$ cat src/rtl/pred_pkg.sv
// rtl/pred_pkg.sv - shared decode and counter constants for the next-PC predictor
package pred_pkg;

    localparam logic [5:0] OP_SPECIAL = 6'b000000;
    localparam logic [5:0] OP_J       = 6'b000010;
    localparam logic [5:0] OP_JAL     = 6'b000011;
    localparam logic [5:0] OP_BEQ     = 6'b000100;
    localparam logic [5:0] OP_BNE     = 6'b000101;
    localparam logic [5:0] FUNCT_JR   = 6'b001000;
    localparam logic [4:0] REG_RA     = 5'd31;

    localparam logic [1:0] SNT = 2'd0;
    localparam logic [1:0] WNT = 2'd1;
    localparam logic [1:0] WT  = 2'd2;
    localparam logic [1:0] ST  = 2'd3;

    function automatic logic [1:0] ctr_train(input logic [1:0] ctr, input logic taken);
        if (taken)
            return (ctr == ST) ? ST : ctr + 2'd1;
        else
            return (ctr == SNT) ? SNT : ctr - 2'd1;
    endfunction

endpackage

$ cat src/rtl/branch_predictor_if.sv
// rtl/branch_predictor_if.sv - fetch-side prediction and EX-side update signals
interface branch_predictor_if #(
    parameter int IDX_BITS = 8,
    parameter int GHR_BITS = 8
);
    logic                if_valid;
    logic [31:0]         if_pc;
    logic [31:0]         if_instr;
    logic [31:0]         pre_pc;
    logic                pred_taken;
    logic [IDX_BITS-1:0] pred_idx;
    logic [GHR_BITS-1:0] pred_ghr;
    logic                upd_valid;
    logic [IDX_BITS-1:0] upd_idx;
    logic                upd_taken;
    logic                upd_mispredict;
    logic [GHR_BITS-1:0] upd_ghr;

    modport master (
        output if_valid, if_pc, if_instr,
        output upd_valid, upd_idx, upd_taken, upd_mispredict, upd_ghr,
        input  pre_pc, pred_taken, pred_idx, pred_ghr
    );

    modport slave (
        input  if_valid, if_pc, if_instr,
        input  upd_valid, upd_idx, upd_taken, upd_mispredict, upd_ghr,
        output pre_pc, pred_taken, pred_idx, pred_ghr
    );
endinterface

$ cat src/rtl/branch_predictor_ras_stack.sv
// rtl/branch_predictor_ras_stack.sv - circular return-address stack, oldest entry overwritten when full
module ras_stack #(
    parameter int RAS_DEPTH = 4
) (
    input  logic        clock,
    input  logic        reset,
    input  logic        push,
    input  logic        pop,
    input  logic [31:0] push_data,
    output logic [31:0] top,
    output logic        empty
);
    localparam int PTR_W = $clog2(RAS_DEPTH);
    localparam int CNT_W = PTR_W + 1;

    logic [31:0]      mem_q [RAS_DEPTH];
    logic [PTR_W-1:0] ptr_q, ptr_d;
    logic [CNT_W-1:0] cnt_q, cnt_d;

    // ptr_q names the next free slot, so the top of stack sits one below it
    assign top   = mem_q[ptr_q - 1'b1];
    assign empty = (cnt_q == '0);

    always_comb begin
        ptr_d = ptr_q;
        cnt_d = cnt_q;
        if (push) begin
            ptr_d = ptr_q + 1'b1;
            if (cnt_q != CNT_W'(RAS_DEPTH))
                cnt_d = cnt_q + 1'b1;
        end else if (pop && !empty) begin
            ptr_d = ptr_q - 1'b1;
            cnt_d = cnt_q - 1'b1;
        end
    end

    always_ff @(posedge clock) begin
        if (reset) begin
            ptr_q <= '0;
            cnt_q <= '0;
        end else begin
            ptr_q <= ptr_d;
            cnt_q <= cnt_d;
        end
    end

    always_ff @(posedge clock) begin
        if (push && !reset)
            mem_q[ptr_q] <= push_data;
    end

endmodule

$ cat src/rtl/branch_predictor.sv
// rtl/branch_predictor.sv - gshare + RAS next-PC predictor for the IF stage
import pred_pkg::*;

module branch_predictor #(
    parameter int IDX_BITS  = 8,
    parameter int GHR_BITS  = 8,
    parameter int RAS_DEPTH = 4,
    parameter int RAS_EN    = 1
) (
    input logic clock,
    input logic reset,
    branch_predictor_if.slave bp
);
    localparam int PHT_SIZE = 1 << IDX_BITS;

    logic [1:0]          pht_q [PHT_SIZE];
    logic [GHR_BITS-1:0] ghr_q, ghr_d;

    logic [5:0]          opcode, funct;
    logic [4:0]          rs;
    logic                is_br, is_jmp, is_jal, is_jr31;
    logic [31:0]         seq_pc, br_pc, jt_pc, ras_top, next_pc;
    logic                ras_empty, use_ras, ras_push, ras_pop, taken;
    logic [IDX_BITS-1:0] idx;
    logic [1:0]          ctr;

    function automatic logic [GHR_BITS-1:0] shift_in(input logic [GHR_BITS-1:0] g, input logic t);
        return GHR_BITS'({g, t});
    endfunction

    assign opcode  = bp.if_instr[31:26];
    assign funct   = bp.if_instr[5:0];
    assign rs      = bp.if_instr[25:21];
    assign is_br   = (opcode == OP_BEQ) || (opcode == OP_BNE);
    assign is_jal  = (opcode == OP_JAL);
    assign is_jmp  = (opcode == OP_J) || is_jal;
    assign is_jr31 = (opcode == OP_SPECIAL) && (funct == FUNCT_JR) && (rs == REG_RA);

    assign seq_pc = bp.if_pc + 32'd4;
    assign br_pc  = seq_pc + {{14{bp.if_instr[15]}}, bp.if_instr[15:0], 2'b00};
    assign jt_pc  = {seq_pc[31:28], bp.if_instr[25:0], 2'b00};

    assign idx = bp.if_pc[IDX_BITS+1:2] ^ IDX_BITS'(ghr_q);
    assign ctr = pht_q[idx];

    assign use_ras  = (RAS_EN != 0) && !ras_empty;
    assign ras_push = bp.if_valid && is_jal && (RAS_EN != 0);
    assign ras_pop  = bp.if_valid && is_jr31 && use_ras;

    always_comb begin
        next_pc = seq_pc;
        taken   = 1'b0;
        if (is_jmp) begin
            next_pc = jt_pc;
            taken   = 1'b1;
        end else if (is_jr31 && use_ras) begin
            next_pc = ras_top;
            taken   = 1'b1;
        end else if (is_br && ctr >= WT) begin
            next_pc = br_pc;
            taken   = 1'b1;
        end
    end

    assign bp.pre_pc     = next_pc;
    assign bp.pred_taken = taken;
    assign bp.pred_idx   = idx;
    assign bp.pred_ghr   = ghr_q;

    // A mispredict flushes the IF instruction, so recovery wins over its shift
    always_comb begin
        ghr_d = ghr_q;
        if (bp.upd_valid && bp.upd_mispredict)
            ghr_d = shift_in(bp.upd_ghr, bp.upd_taken);
        else if (bp.if_valid && is_br)
            ghr_d = shift_in(ghr_q, taken);
    end

    always_ff @(posedge clock) begin
        if (reset)
            ghr_q <= '0;
        else
            ghr_q <= ghr_d;
    end

    always_ff @(posedge clock) begin
        if (reset) begin
            for (int i = 0; i < PHT_SIZE; i++)
                pht_q[i] <= WNT;
        end else if (bp.upd_valid) begin
            pht_q[bp.upd_idx] <= ctr_train(pht_q[bp.upd_idx], bp.upd_taken);
        end
    end

    ras_stack #(.RAS_DEPTH(RAS_DEPTH)) u_ras (
        .clock     (clock),
        .reset     (reset),
        .push      (ras_push),
        .pop       (ras_pop),
        .push_data (seq_pc),
        .top       (ras_top),
        .empty     (ras_empty)
    );

endmodule

$ cat src/flat_wrapper.sv
// flat-port wrapper written by rule: the top's interface ports become plain ports
module branch_predictor_flat 
#(
    parameter int IDX_BITS  = 8,
    parameter int GHR_BITS  = 8,
    parameter int RAS_DEPTH = 4,
    parameter int RAS_EN    = 1
)
  (clock, reset, bp_if_valid, bp_if_pc, bp_if_instr, bp_upd_valid, bp_upd_idx, bp_upd_taken, bp_upd_mispredict, bp_upd_ghr, bp_pre_pc, bp_pred_taken, bp_pred_idx, bp_pred_ghr);
  branch_predictor_if #(.IDX_BITS(IDX_BITS), .GHR_BITS(GHR_BITS)) bp_i ();
  input logic clock;
  input logic reset;
  input wire logic [$bits(bp_i.if_valid)-1:0] bp_if_valid;
  input wire logic [$bits(bp_i.if_pc)-1:0] bp_if_pc;
  input wire logic [$bits(bp_i.if_instr)-1:0] bp_if_instr;
  input wire logic [$bits(bp_i.upd_valid)-1:0] bp_upd_valid;
  input wire logic [$bits(bp_i.upd_idx)-1:0] bp_upd_idx;
  input wire logic [$bits(bp_i.upd_taken)-1:0] bp_upd_taken;
  input wire logic [$bits(bp_i.upd_mispredict)-1:0] bp_upd_mispredict;
  input wire logic [$bits(bp_i.upd_ghr)-1:0] bp_upd_ghr;
  output wire logic [$bits(bp_i.pre_pc)-1:0] bp_pre_pc;
  output wire logic [$bits(bp_i.pred_taken)-1:0] bp_pred_taken;
  output wire logic [$bits(bp_i.pred_idx)-1:0] bp_pred_idx;
  output wire logic [$bits(bp_i.pred_ghr)-1:0] bp_pred_ghr;
  assign bp_i.if_valid = bp_if_valid;
  assign bp_i.if_pc = bp_if_pc;
  assign bp_i.if_instr = bp_if_instr;
  assign bp_i.upd_valid = bp_upd_valid;
  assign bp_i.upd_idx = bp_upd_idx;
  assign bp_i.upd_taken = bp_upd_taken;
  assign bp_i.upd_mispredict = bp_upd_mispredict;
  assign bp_i.upd_ghr = bp_upd_ghr;
  assign bp_pre_pc = bp_i.pre_pc;
  assign bp_pred_taken = bp_i.pred_taken;
  assign bp_pred_idx = bp_i.pred_idx;
  assign bp_pred_ghr = bp_i.pred_ghr;
  branch_predictor #(.IDX_BITS(IDX_BITS), .GHR_BITS(GHR_BITS), .RAS_DEPTH(RAS_DEPTH), .RAS_EN(RAS_EN)) u_core (.clock(clock), .reset(reset), .bp(bp_i));
endmodule
$ cat config.mk
export PLATFORM = sky130hd
export DESIGN_NAME = branch_predictor_flat
export DESIGN_NICKNAME = d
export VERILOG_FILES = /design/src/rtl/pred_pkg.sv /design/src/rtl/branch_predictor_if.sv /design/src/rtl/branch_predictor_ras_stack.sv /design/src/rtl/branch_predictor.sv /design/src/flat_wrapper.sv
export SDC_FILE = /design/constraint.sdc
export NUM_CORES = 1
export LEC_CHECK = 0
export ABC_AREA = 0
export BUFFER_PORTS_ARGS = -buffer_cell sky130_fd_sc_hd__buf_4
export CAP_MARGIN = 20
export CORE_MARGIN = 10
export CORE_UTILIZATION = 50
export CTS_CLUSTER_SIZE = 24
export DETAILED_ROUTE_END_ITERATION = 8
export HOLD_SLACK_MARGIN = 0.06
export MAX_ROUTING_LAYER = met4
export PLACE_DENSITY = 0.67
export SYNTH_ARGS = -nofsm -noshare
export SYNTH_HDL_FRONTEND = slang
export SYNTH_SLANG_ARGS = --single-unit
$ cat constraint.sdc
create_clock -name clock -period 13 [get_ports clock]
set_clock_uncertainty 0.1 [all_clocks]
set_input_delay 3.9 -clock clock [delete_from_list [all_inputs] [get_ports clock]]
set_output_delay 3.9 -clock clock [all_outputs]
set_load 0.1 [all_outputs]
# == Word level (Yosys, flattened, before mapping) ==
# Memories as Yosys holds them, arrays and structs flattened.
# Cells that the tools add are included.
# Widths: inputs -> output; s select.
# op_classes
n_addsub,8
magnitude_cmp,1
eq_ne,9
mux,28
bitwise_logic,1
reduce_logical,22
# op_table
operator,count
$mux 32,3
$add 32x3->32 const B,1
$add 32x32->32,1
$mux 8,3
$mux 2,8
$eq 6x2->1 const B,2
$eq 6x3->1 const B,2
$logic_and 1x1->1,11
$mux 1,11
$mux 3,3
$xor 8x8->8,1
$eq 6x4->1 const B,1
$logic_not 6->1,1
$eq 5x5->1 const B,1
$add 2x1->2 const B,2
$reduce_bool 2->1,2
$sub 2x1->2 const B,2
$add 3x1->3 const B,1
$logic_not 3->1,1
$ne 3x3->1 const B,1
$sub 3x1->3 const B,1
$eq 2x2->1 const B,1
$ge 2x2->1 const B,1
$logic_not 1->1,2
5 further kinds,6
# word_totals
regBits,13
ramBits,640
input_bits,86
output_inout_bits,49
elab_cells,74
mem_count,2
# mem_list
name,depth,word_bits,rd,rd_clocked_by_memory_dff,wr,line_no,rtl
u_core.pht_q,256,2,2,0,256,branch_predictor.sv:16,logic [1:0] pht_q [PHT_SIZE];
u_core.u_ras.mem_q,4,32,1,0,1,branch_predictor_ras_stack.sv:16,logic [31:0] mem_q [RAS_DEPTH];

# == Depth between registers and ports, before layout ==
# Gate-level depths: netlist of run 1.
# An unclocked memory read counts as a cell.
# depth
depth_word,9
depth_mapped,20
ltp_nobuf,20

# == Cells and area by module ==
# Synthesis of run 1 repeated with hierarchy kept, for this count alone.
# unflattened
cells_unflattened,2755
hier_area_um2,35949.5
# by_module_without_submodules
mod,instances,cells_per_inst,area_per_inst_um2,seq_area_each_um2
branch_predictor,1,2544,30958.4,15534.9
ras_stack,1,211,4991.0,3943.8

# == Worst setup path before layout of run 1 ==
# Ideal clock, no wire load.
# synth_path
kind,in2out
from,input port bp_if_pc[6]
to,output port bp_pre_pc[22]
t_arrival_ns,9.391
required_time_ns,9.000
path_slack_ns,-0.391
path_stages,13
path_buffers,2
cell_sequence,xnor2_1 clkinv_1 nor2_1 a22oi_1 o21ai_0 o21ai_0 a221oi_1 nand2b_1 o2111ai_4 and2_1 buf_2 buf_2 a211oi_1
# synth_via
elab_chain_len,7
elab_cells_between_ends,9
cone_classes,add/sub (2); order compare (1); mux (3); bitwise (1); reduce/logical (1); memory (1)
# synth_rtl
item,line_no,rtl
start: declaration,flat_wrapper.sv:14,input wire logic [$bits(bp_i.if_pc)-1:0] bp_if_pc;
$xor 8x8->8,branch_predictor.sv:43,assign idx = bp.if_pc[IDX_BITS+1:2] ^ IDX_BITS'(ghr_q);
named net bp_pred_idx[4],flat_wrapper.sv:23,output wire logic [$bits(bp_i.pred_idx)-1:0] bp_pred_idx;
$mem_v2 256x2,n/a,
$ge 2x2->1,branch_predictor.sv:59,end else if (is_br && ctr >= WT) begin
$logic_and 1x1->1,branch_predictor.sv:59,
$mux 32,branch_predictor.sv:59,
$mux 32,branch_predictor.sv:56,end else if (is_jr31 && use_ras) begin
$mux 32,branch_predictor.sv:53,if (is_jmp) begin
end: declaration,flat_wrapper.sv:21,output wire logic [$bits(bp_i.pre_pc)-1:0] bp_pre_pc;
# The timed path passes the listed nets, and every way through them passes these cells.

# == Worst setup path after layout of run 1 ==
# layout_path
from,input port bp_if_pc[5]
to,output port bp_pre_pc[23]
# layout_via
elab_chain_len,7
elab_cells_between_ends,9
cone_classes,add/sub (2); order compare (1); mux (3); bitwise (1); reduce/logical (1); memory (1)
# layout_rtl
item,line_no
branches (longest 4 deep; another with $add 32x3->32),n/a
$mux 32 (*),branch_predictor.sv:59
$mux 32 (*),branch_predictor.sv:56
$mux 32 (*),branch_predictor.sv:53
# Every way passes the cells marked *.

==> results of run 1 <==
==> synthesized netlist by cell type (3+ instances only) <==
library cell    n
mux2i_1        42
nor3_1        264
a221oi_1        4
buf_1          15
and4_1          3
o21ai_0        31
nor4b_1         3
ha_1           40
xnor2_1        39
clkbuf_1      201
nand3b_1        3
xor2_1         23
mux4_2        247
a21boi_0        3
and2_1          9
or2_2          17
a22oi_1        13
nand2_1       111
nand4_1        10
o22ai_1        40
a21oi_1        47
buf_4          15
a22o_1          4
nor2b_1        10
buf_2          72
nor2_1        136
dfxtp_1        13
edfxtp_1      640
or3_1           7
nand2b_1       40
o211ai_1        4
nor4_1         11
nand3_1       280
a21o_1        176
and3_1          6
o21bai_1       54
a211oi_1       32
a31oi_1         5
o21a_1          7
inv_1          38
==> cells by family (layout without fill, tap and decap cells) <==
logic type | Yosys count | in the layout
AND/OR/NAND/NOR | 915 | 915
flip-flops | 653 | 653
AO/OA/AOI/OAI | 440 | 440
buffers and inverters | 345 | 393
multiplexers | 290 | 290
XOR/XNOR | 63 | 63
adder cells (fa/ha/maj) | 43 | 43
other | 0 | 5
==> layer usage <==
metal | wire (um) | vias up | part of all wire | track usage
met5 | 0 | - | 0 | -
met4 | 4380 | 0 | 0.041 | 0.0982
met3 | 13700 | 289 | 0.13 | 0.0665
met2 | 49400 | 1711 | 0.46 | 0.397
met1 | 40300 | 12800 | 0.37 | 0.346
li1 | - | 10700 | - | -
==> sequential cells by signal, summed over array words and instances (netlist names) <==
signal              cells
u_core.bp.pred_ghr      8
u_core.pht_q          512
u_core.u_ras.cnt_q      3
u_core.u_ras.mem_q    128
u_core.u_ras.ptr_q      2
==> cell usage in the layout (no fill, tap or decap), drive strengths merged, types with 6 or more instances in the layout <==
cell / Yosys / routed
or2: 17 / 17
nand2b: 40 / 40
nor2: 136 / 136
o21a: 7 / 7
xnor2: 40 / 40
and3: 6 / 6
clkbuf: 201 / 95
o21bai: 54 / 54
a21o: 176 / 176
nand4: 10 / 10
a22oi: 13 / 13
inv: 38 / 38
and2: 9 / 9
a211oi: 32 / 32
mux2i: 42 / 42
nor3: 264 / 264
nand3: 280 / 280
edfxtp: 640 / 640
xor2: 23 / 23
o21ai: 31 / 31
or3: 7 / 7
buf: 104 / 222
mux4: 247 / 247
nor4: 11 / 11
nand2: 111 / 111
o22ai: 40 / 40
a21oi: 48 / 48
nor2b: 10 / 10
ha: 40 / 40
clkinv: 2 / 30
dfxtp: 13 / 13
==> cell type report <==
cell class	count	area [sq um]	area share
clock buffer	94	2010	0.0505
timing repair buffer	223	1890	0.0474
sequential	653	19500	0.489
multi-input combinational	1751	14800	0.372
inverter	40	150	0.00377
antenna	5	12.5	0.000314
clock inverter	36	310	0.00778
tap	940	1180	0.0295
==> power by group <==
group | leakage [nW] | switching (mW) | internal (mW)
clock network | 1.13 | 0.852 | 1.19
registers | 5.85 | 0.0206 | 2.35
logic | 6.11 | 0.529 | 0.251
==> worst max path at each step <==
stage | from | to | depth (start not counted)
floorplan | bp_if_pc[6] | bp_pre_pc[22] | 13
global placement | bp_if_pc[5] | bp_pre_pc[23] | 15
detailed placement | bp_if_pc[5] | bp_pre_pc[23] | 15
CTS | bp_if_pc[5] | bp_pre_pc[23] | 15
global route | bp_if_pc[2] | bp_pre_pc[31] | 22
finish | bp_if_pc[5] | bp_pre_pc[23] | 15
==> critical path, cell delays in order <==
cell,delay [ns]
buf_4,0.14
xnor2_2,0.66
clkinv_1,0.33
buf_4,0.27
nor2_1,0.48
o21a_1,0.23
nor3_1,0.05
o2111ai_1,0.17
o21ai_0,0.25
nor2_1,0.31
o2111ai_4,0.43
and2_1,0.31
buf_4,0.21
a211oi_1,0.43
buf_4,0.37
==> impl_metrics.csv, run 1 <==
group,metric,value,unit
status,status,"completed",
placement,dp_hpwl,67400,um
placement,io_buffers,133,
logic_synthesis,synth_top_family_by_area,"multiplexers",
clocking,cts_num_sinks,653,
clocking,tritoncts,"yes",
clocking,clkTransAtPathRegs,0.06,ns
logic_synthesis,synth_top_flop_cell,"edfxtp_1",
setup_path,end_kind,"primary output",
logic_synthesis,synth_edf_count,640,
drt,via_count,25600,
sta,finalCritPeriodShare,0.968,
hold_path,hold_path_class,"register to register",
logic_synthesis,syn_nets,2877,
power,power.density,130,mW/mm^2
hold_path,worstHoldStart,"u_core.u_ras.cnt_q[1]",
drt,route.detailed.wl_per_inst,28.8,um
grt,grt_usage,0.265,
logic_synthesis,yosys.area_share.adder,0.0155,
floorplanning,core,0.0703,sq mm
clocking,numCtsBuffers,73,
floorplanning,die_area,0.0823,sq mm
floorplanning,ios,135,
sta,tightest_slew,1.21,ns
logic_synthesis,synthDominantCellAreaShare,0.540,
drt,ant_nets,0,
final_layout,syn_to_final_growth,11.9,%
sta,setup_viol,0,
logic_synthesis,synth_async_sr_flop_share,0,
setup_path,r2r-end,"u_core.pht_q[164][1]",
clocking,htreeDepth,3,
logic_synthesis,yosysWarnings,0,
final_layout,layoutNonFillerInstCount,3742,
setup_path,r2r_start,"u_core.pht_q[235][1]",
setup_path,path_class,"primary input to primary output",
logic_synthesis,synth_xor_area_frac,0.0157,
setup_path,crit_path_start_kind,"primary input",
final_layout,final_util,0.567,
placement,place.gp.congestion,0.933,
clocking,postCtsHoldBufs,0,
sta,finalCriticalPeriod,12.59,ns
sta,hold_ws,0.452,ns
logic_synthesis,synth_cells,2749,
logic_synthesis,seq_area_frac_synth,0.547,
final_layout,nets,2870,
grt,grt_max_degree,187,
clocking,worstSkewPairLatency,0.64,ns
final_layout,layout-drive-gt1-share,0.223,
drt,dr.pass1.iters,7,
clocking,post_cts_buffers,0,
setup_path,arrival,8.59,ns
logic_synthesis,avgSynthCellArea,13.0,sq um
sta,drv_slew,0,
sta,tns,0,ns
drt,routed_via_density,6.83,
logic_synthesis,yosys-top-cells-area,"edfxtp_1, mux4_2, nand3_1, a21o_1, nor3_1",
power,finalPower,5.19,mW
logic_synthesis,synth-seq-cells,653,
logic_synthesis,ys_types,65,
hold_path,hold_end,"u_core.u_ras.cnt_q[1]",
clocking,cts.repair.resized,0,
drt,drc,0,
logic_synthesis,yosysTopAreaCell,"edfxtp_1",
logic_synthesis,synthMuxAreaShare,0.168,
setup_path,crit_path_max_fanout,19,
sta,timing.final.ws_setup,0.410,ns
sta,relSlewSlack,0.191,
logic_synthesis,synth-compound-area-share,0.0874,
floorplanning,start_util,0.507,
grt,grt-ovfl-total,0,
clocking,cts_root_buffer,"clkbuf_16",
placement,dp.cells,3600,
power,leakage,13.1,nW
final_layout,final_cell_area,0.0399,sq mm
hold_path,min_path_cells,2,
logic_synthesis,syn_area,0.0356,sq mm
logic_synthesis,synth-simple-area-share,0.125,
drt,wl,108000,um
placement,placed_area,0.0374,sq mm
sta,max_freq,79.4,MHz
setup_path,cp_data_required_time,9.00,ns
placement,pre_cts_slack,0.587,ns
sta,hold_viol_final,0,
floorplanning,fp.dieW,287,um
setup_path,r2r_setup_slack,8.39,ns
power,ir_drop,0.0000981,V
grt,antenna_found_initial,5,
sta,rsz0062_at_grt,"false",
grt,grt_pass1_vias,25000,
drt,drtIter0Drc,4019,
floorplanning,die_h,287,um
final_layout,fillers,5528,
job,max_cap_viol_count,0,
clocking,clk_path_buf_depth,3,
grt,grt_pass1_wl,160000,um
floorplanning,rows,97,
setup_path,r2r_cells,10,
Power figures use the tool's default switching activity.
==> run 2, diff against run 1 <==
--- a/config.mk
+++ b/config.mk
@@ -8,13 +8,14 @@
 export ABC_AREA = 0
 export BUFFER_PORTS_ARGS = -buffer_cell sky130_fd_sc_hd__buf_4
 export CAP_MARGIN = 20
+export CELL_PAD_IN_SITES_DETAIL_PLACEMENT = 1
+export CELL_PAD_IN_SITES_GLOBAL_PLACEMENT = 1
 export CORE_MARGIN = 10
 export CORE_UTILIZATION = 50
-export CTS_CLUSTER_SIZE = 24
 export DETAILED_ROUTE_END_ITERATION = 8
 export HOLD_SLACK_MARGIN = 0.06
 export MAX_ROUTING_LAYER = met4
-export PLACE_DENSITY = 0.67
+export PLACE_DENSITY_LB_ADDON = 0.1
 export SYNTH_ARGS = -nofsm -noshare
 export SYNTH_HDL_FRONTEND = slang
 export SYNTH_SLANG_ARGS = --single-unit
==> run 2 against run 1 <==
Net effect:
- non-clock buffer count increased by 21
- critical path type unchanged
- critical path depth unchanged
- sequential share of layout area is essentially flat
- final area is essentially flat
- utilization hardly changed
- largest cell class unchanged
- largest power group unchanged
- count of clock-buffer cells in the layout down 2
==> impl_metrics.csv, run 2 (synthesized netlist as in run 1, its figures left out) <==
group,metric,value,unit
grt,grt_pass1_wl,180000,um
floorplanning,die_h,287,um
grt,antenna_found_initial,2,
drt,ant_nets,0,
final_layout,nets,2892,
grt,grt_max_degree,189,
final_layout,layout-drive-gt1-share,0.227,
setup_path,end_kind,"primary output",
drt,via_count,25800,
sta,timing.final.ws_setup,0.560,ns
grt,grt_usage,0.301,
floorplanning,fp.dieW,287,um
setup_path,cp_data_required_time,9.00,ns
floorplanning,ios,135,
clocking,clk_path_buf_depth,3,
drt,wl,122000,um
sta,finalCriticalPeriod,12.44,ns
power,power.density,130,mW/mm^2
clocking,cts_root_buffer,"clkbuf_16",
power,ir_drop,0.000152,V
placement,place.gp.congestion,0.900,
clocking,worstSkewPairLatency,0.62,ns
placement,pre_cts_slack,0.726,ns
sta,hold_viol_final,0,
clocking,numCtsBuffers,74,
sta,tightest_slew,1.29,ns
final_layout,top_register,"u_core.pht_q",
floorplanning,die_area,0.0823,sq mm
placement,io_buffers,133,
clocking,tritoncts,"yes",
setup_path,crit_path_start_kind,"primary input",
floorplanning,start_util,0.507,
final_layout,syn_to_final_growth,11.9,%
drt,drtIter0Drc,3126,
sta,finalCritPeriodShare,0.957,
job,max_cap_viol_count,0,
drt,drc,0,
clocking,cts.repair.resized,0,
grt,grt_pass1_vias,26800,
floorplanning,core,0.0703,sq mm
clocking,post_cts_buffers,0,
setup_path,arrival,8.44,ns
status,status,"completed",
power,leakage,13.1,nW
drt,dr.pass1.iters,5,
setup_path,crit_path_max_fanout,9,
clocking,htreeDepth,3,
final_layout,largest_reg_flops,512,
drt,routed_via_density,6.87,
clocking,postCtsHoldBufs,0,
floorplanning,rows,97,
grt,grt-ovfl-total,0,
setup_path,path_class,"primary input to primary output",
sta,max_freq,80.4,MHz
drt,route.detailed.wl_per_inst,32.4,um
sta,setup_viol,0,
sta,rsz0062_at_grt,"false",
clocking,clkTransAtPathRegs,0.06,ns
sta,relSlewSlack,0.141,
final_layout,final_util,0.567,
final_layout,final_cell_mix,"edfxtp_1, nand3_1, nor3_1",
hold_path,hold_path_class,"register to register",
sta,drv_slew,0,
placement,dp_hpwl,77600,um
final_layout,final_common_cell,"edfxtp_1",
clocking,cts_num_sinks,653,
run 2: per-stage QoR:
stage                     hold WS (ns)  std cells  total power [mW]  area (sq um)  TNS (ns)
after floorplan                  0.383       2749              2.95         35600     -4.44
after global placement           0.396       3623              3.19         37500         0
after detailed placement         0.453       3623              3.21         37500         0
after CTS                        0.467       3748              5.20         39800         0
after global routing             0.494       3755              5.34         39900         0
final                            0.469       3755              5.19         39900         0
run 2: where the power goes:
group / total, mW / switching, mW / internal (mW)
Sequential: 2.37 / 0.0221 / 2.35
Combinational: 0.817 / 0.558 / 0.259
Clock: 2.01 / 0.855 / 1.15
run 2: final timing paths:
check	from	end	slack, ns	cells after the start
min	u_core.u_ras.cnt_q[1]	u_core.u_ras.cnt_q[1]	0.47	2
min reg2reg	u_core.u_ras.cnt_q[1]	u_core.u_ras.cnt_q[1]	0.47	2
max	bp_if_pc[5]	bp_pre_pc[23]	0.56	15
max reg2reg	u_core.pht_q[158][0]	u_core.pht_q[30][1]	8.36	9
run 2: worst max-delay path: stages:
cell and delay [ns]:
buf_4 0.14, xnor2_2 0.13, buf_4 0.27, clkinv_1 0.48, nor2_1 0.78, a22oi_1 0.20
a21oi_1 0.26, a211oi_1 0.14, a221oi_1 0.33, nand2b_1 0.29, o2111ai_4 0.22, and2_1 0.21
buf_4 0.18, a211oi_1 0.49, buf_4 0.39
run 2: final cells by class:
| type | instances | area, sq um |
|---|---|---|
| diodes | 2 | 5.00 |
| well taps | 940 | 1180 |
| fillers | 6835 | 30400 |
| flip-flops and latches | 653 | 19500 |
| inverters | 40 | 150 |
| clock inverters | 33 | 250 |
| multi-input cells | 1751 | 14800 |
| repair buffers | 244 | 1970 |
| clock buffers | 92 | 1980 |
run 2: layer usage:
layer | share of wire | track usage
met5 | 0 | -
met4 | 0.044 | 0.124
met3 | 0.092 | 0.0530
met2 | 0.48 | 0.474
met1 | 0.38 | 0.384
==> run 3, diff against run 2 <==
--- a/config.mk
+++ b/config.mk
@@ -10,6 +10,7 @@
 export CAP_MARGIN = 20
 export CELL_PAD_IN_SITES_DETAIL_PLACEMENT = 1
 export CELL_PAD_IN_SITES_GLOBAL_PLACEMENT = 1
+export CORE_ASPECT_RATIO = 1.25
 export CORE_MARGIN = 10
 export CORE_UTILIZATION = 50
 export DETAILED_ROUTE_END_ITERATION = 8
==> constraint.sdc (replaced) <==
create_clock -name clock -period 13 [get_ports clock]
set_clock_uncertainty 0.1 [all_clocks]
set_input_delay 0.65 -clock clock [delete_from_list [all_inputs] [get_ports clock]]
set_output_delay 0.65 -clock clock [all_outputs]
set_load 0.1 [all_outputs]
==> run 3 against run 2 <==
Net effect:
- count of clock-buffer cells in the layout is 2 higher
- highest routed layer unchanged
- combinational power shrank 2%
- utilization decreased by 0.48 points
- sequential power hardly changed
- die area about the same
- largest power group unchanged
- fmax grew 71%
- critical endpoint unchanged
- sequential share of layout area rose by 0.15 points
- critical path depth is the same
- largest cell class unchanged
- sequential cell count stayed put
- non-clock buffer count fell by 18
- register-to-register slack got worse by 0.41 ns
==> impl_metrics.csv, run 3 (synthesized netlist as in run 1, its figures left out) <==
group,metric,value,unit
clocking,clk_path_buf_depth,3,
drt,drtIter0Drc,2754,
power,power.density,131,mW/mm^2
floorplanning,fp.dieW,259,um
placement,io_buffers,133,
drt,ant_nets,0,
sta,relSlewSlack,0.176,
setup_path,path_class,"register to primary output",
grt,grt_pass1_wl,179000,um
hold_path,hold_path_class,"primary input to register",
job,max_cap_viol_count,0,
placement,place.gp.congestion,0.895,
grt,grt_max_degree,97,
power,ir_drop,0.0000939,V
placement,dp_hpwl,76600,um
clocking,cts_num_sinks,653,
floorplanning,core,0.0706,sq mm
final_layout,layoutNonFillerInstCount,3742,
drt,via_count,25400,
placement,pre_cts_slack,5.98,ns
drt,drc,0,
setup_path,crit_path_max_fanout,41,
sta,tns,0,ns
sta,timing.final.ws_setup,5.71,ns
final_layout,top_register,"u_core.pht_q",
clocking,tritoncts,"yes",
final_layout,syn_to_final_growth,11.6,%
drt,route.detailed.wl_per_inst,32.2,um
setup_path,crit_path_start_kind,"register",
clocking,htreeDepth,3,
setup_path,arrival,6.54,ns
clocking,worstSkewPairLatency,0.63,ns
clocking,postCtsHoldBufs,0,
clocking,cts_root_buffer,"clkbuf_16",
floorplanning,die_h,318,um
grt,grt-ovfl-total,0,
floorplanning,die_area,0.0824,sq mm
sta,tightest_slew,1.23,ns
drt,dr.pass1.iters,5,
setup_path,cp_data_required_time,12.25,ns
grt,grt_usage,0.299,
sta,max_freq,137,MHz
floorplanning,ios,135,
sta,drv_slew,0,
sta,setup_viol,0,
sta,rsz0062_at_grt,"false",
final_layout,largest_reg_flops,512,
clocking,numCtsBuffers,71,
sta,hold_viol_final,0,
setup_path,r2r_setup_slack,7.95,ns
setup_path,end_kind,"primary output",
floorplanning,rows,109,
final_layout,layout-drive-gt1-share,0.223,
sta,finalCriticalPeriod,7.29,ns
sta,finalCritPeriodShare,0.561,
grt,antenna_found_initial,1,
floorplanning,start_util,0.504,
drt,routed_via_density,6.80,
clocking,post_cts_buffers,0,
grt,grt_pass1_vias,27000,
placement,dp.cells,3608,
status,status,"completed",
power,leakage,13.0,nW
clocking,cts.repair.resized,0,
final_layout,final_cell_mix,"edfxtp_1, nand3_1, nor3_1",
final_layout,final_common_cell,"edfxtp_1",
drt,wl,120000,um
clocking,clkTransAtPathRegs,0.06,ns
final_layout,nets,2871,
-- run 3: power breakdown --
part | switching (mW) | total (mW) | internal (mW)
Sequential | 0.0214 | 2.37 | 2.35
Clock | 0.858 | 2.03 | 1.17
Combinational | 0.554 | 0.803 | 0.249
-- run 3: layout make-up --
class	count	area, sq um
Sequential cell	653	19500
Tap cell	943	1180
Fill cell	6993	30900
Clock inverter	33	303
Multi-Input combinational cell	1751	14800
Clock buffer	94	1980
Timing Repair Buffer	226	1810
Antenna cell	2	5.00
Inverter	40	150
-- run 3: path summary, 6_finish.rpt --
| path | from | to | cells after the start |
|---|---|---|---|
| setup / recovery | u_core.bp.pred_ghr[1] | bp_pre_pc[23] | 15 |
| hold / removal | bp_if_pc[1] | u_core.u_ras.mem_q[0][1] | 1 |
| setup reg to reg | u_core.bp.pred_ghr[1] | u_core.bp.pred_ghr[0] | 14 |
| hold reg to reg | u_core.u_ras.cnt_q[1] | u_core.u_ras.cnt_q[1] | 2 |
-- run 3: metrics by stage --
step                instance area [sq um]  hold slack [ns]   util  total power [mW]
floorplan                           35600            0.383      -              2.95
global placement                    37300            0.396  0.528              3.18
detailed placement                  37400            0.428  0.529              3.20
CTS                                 39700            0.119  0.561              5.21
global route                        39700            0.135  0.562              5.35
finish                              39700            0.150  0.563              5.20
-- run 3: worst max-delay path, cell delays in order (launching register included) --
cell and delay [ns]:
dfxtp_1 0.40, xnor2_1 0.10, buf_4 0.16, inv_2 0.48, buf_4 0.78, mux4_2 0.42, o21ai_0 0.22, nand2b_1 0.14
nand3_1 0.07, o21ai_0 0.82, nor2_1 0.19, o2111ai_4 0.23, buf_4 0.46, and2_1 0.79, a211oi_1 0.28, buf_4 0.31
-- run 3: routing by layer --
| layer | global-route usage | vias to the layer above | wire, um |
|---|---|---|---|
| met5 | - | - | 0 |
| met1 | 0.350 | 13100 | 43400 |
| met3 | 0.0519 | 339 | 10200 |
| met2 | 0.487 | 1303 | 60000 |
| met4 | 0.161 | 0 | 6700 |
| li1 | - | 10700 | - |
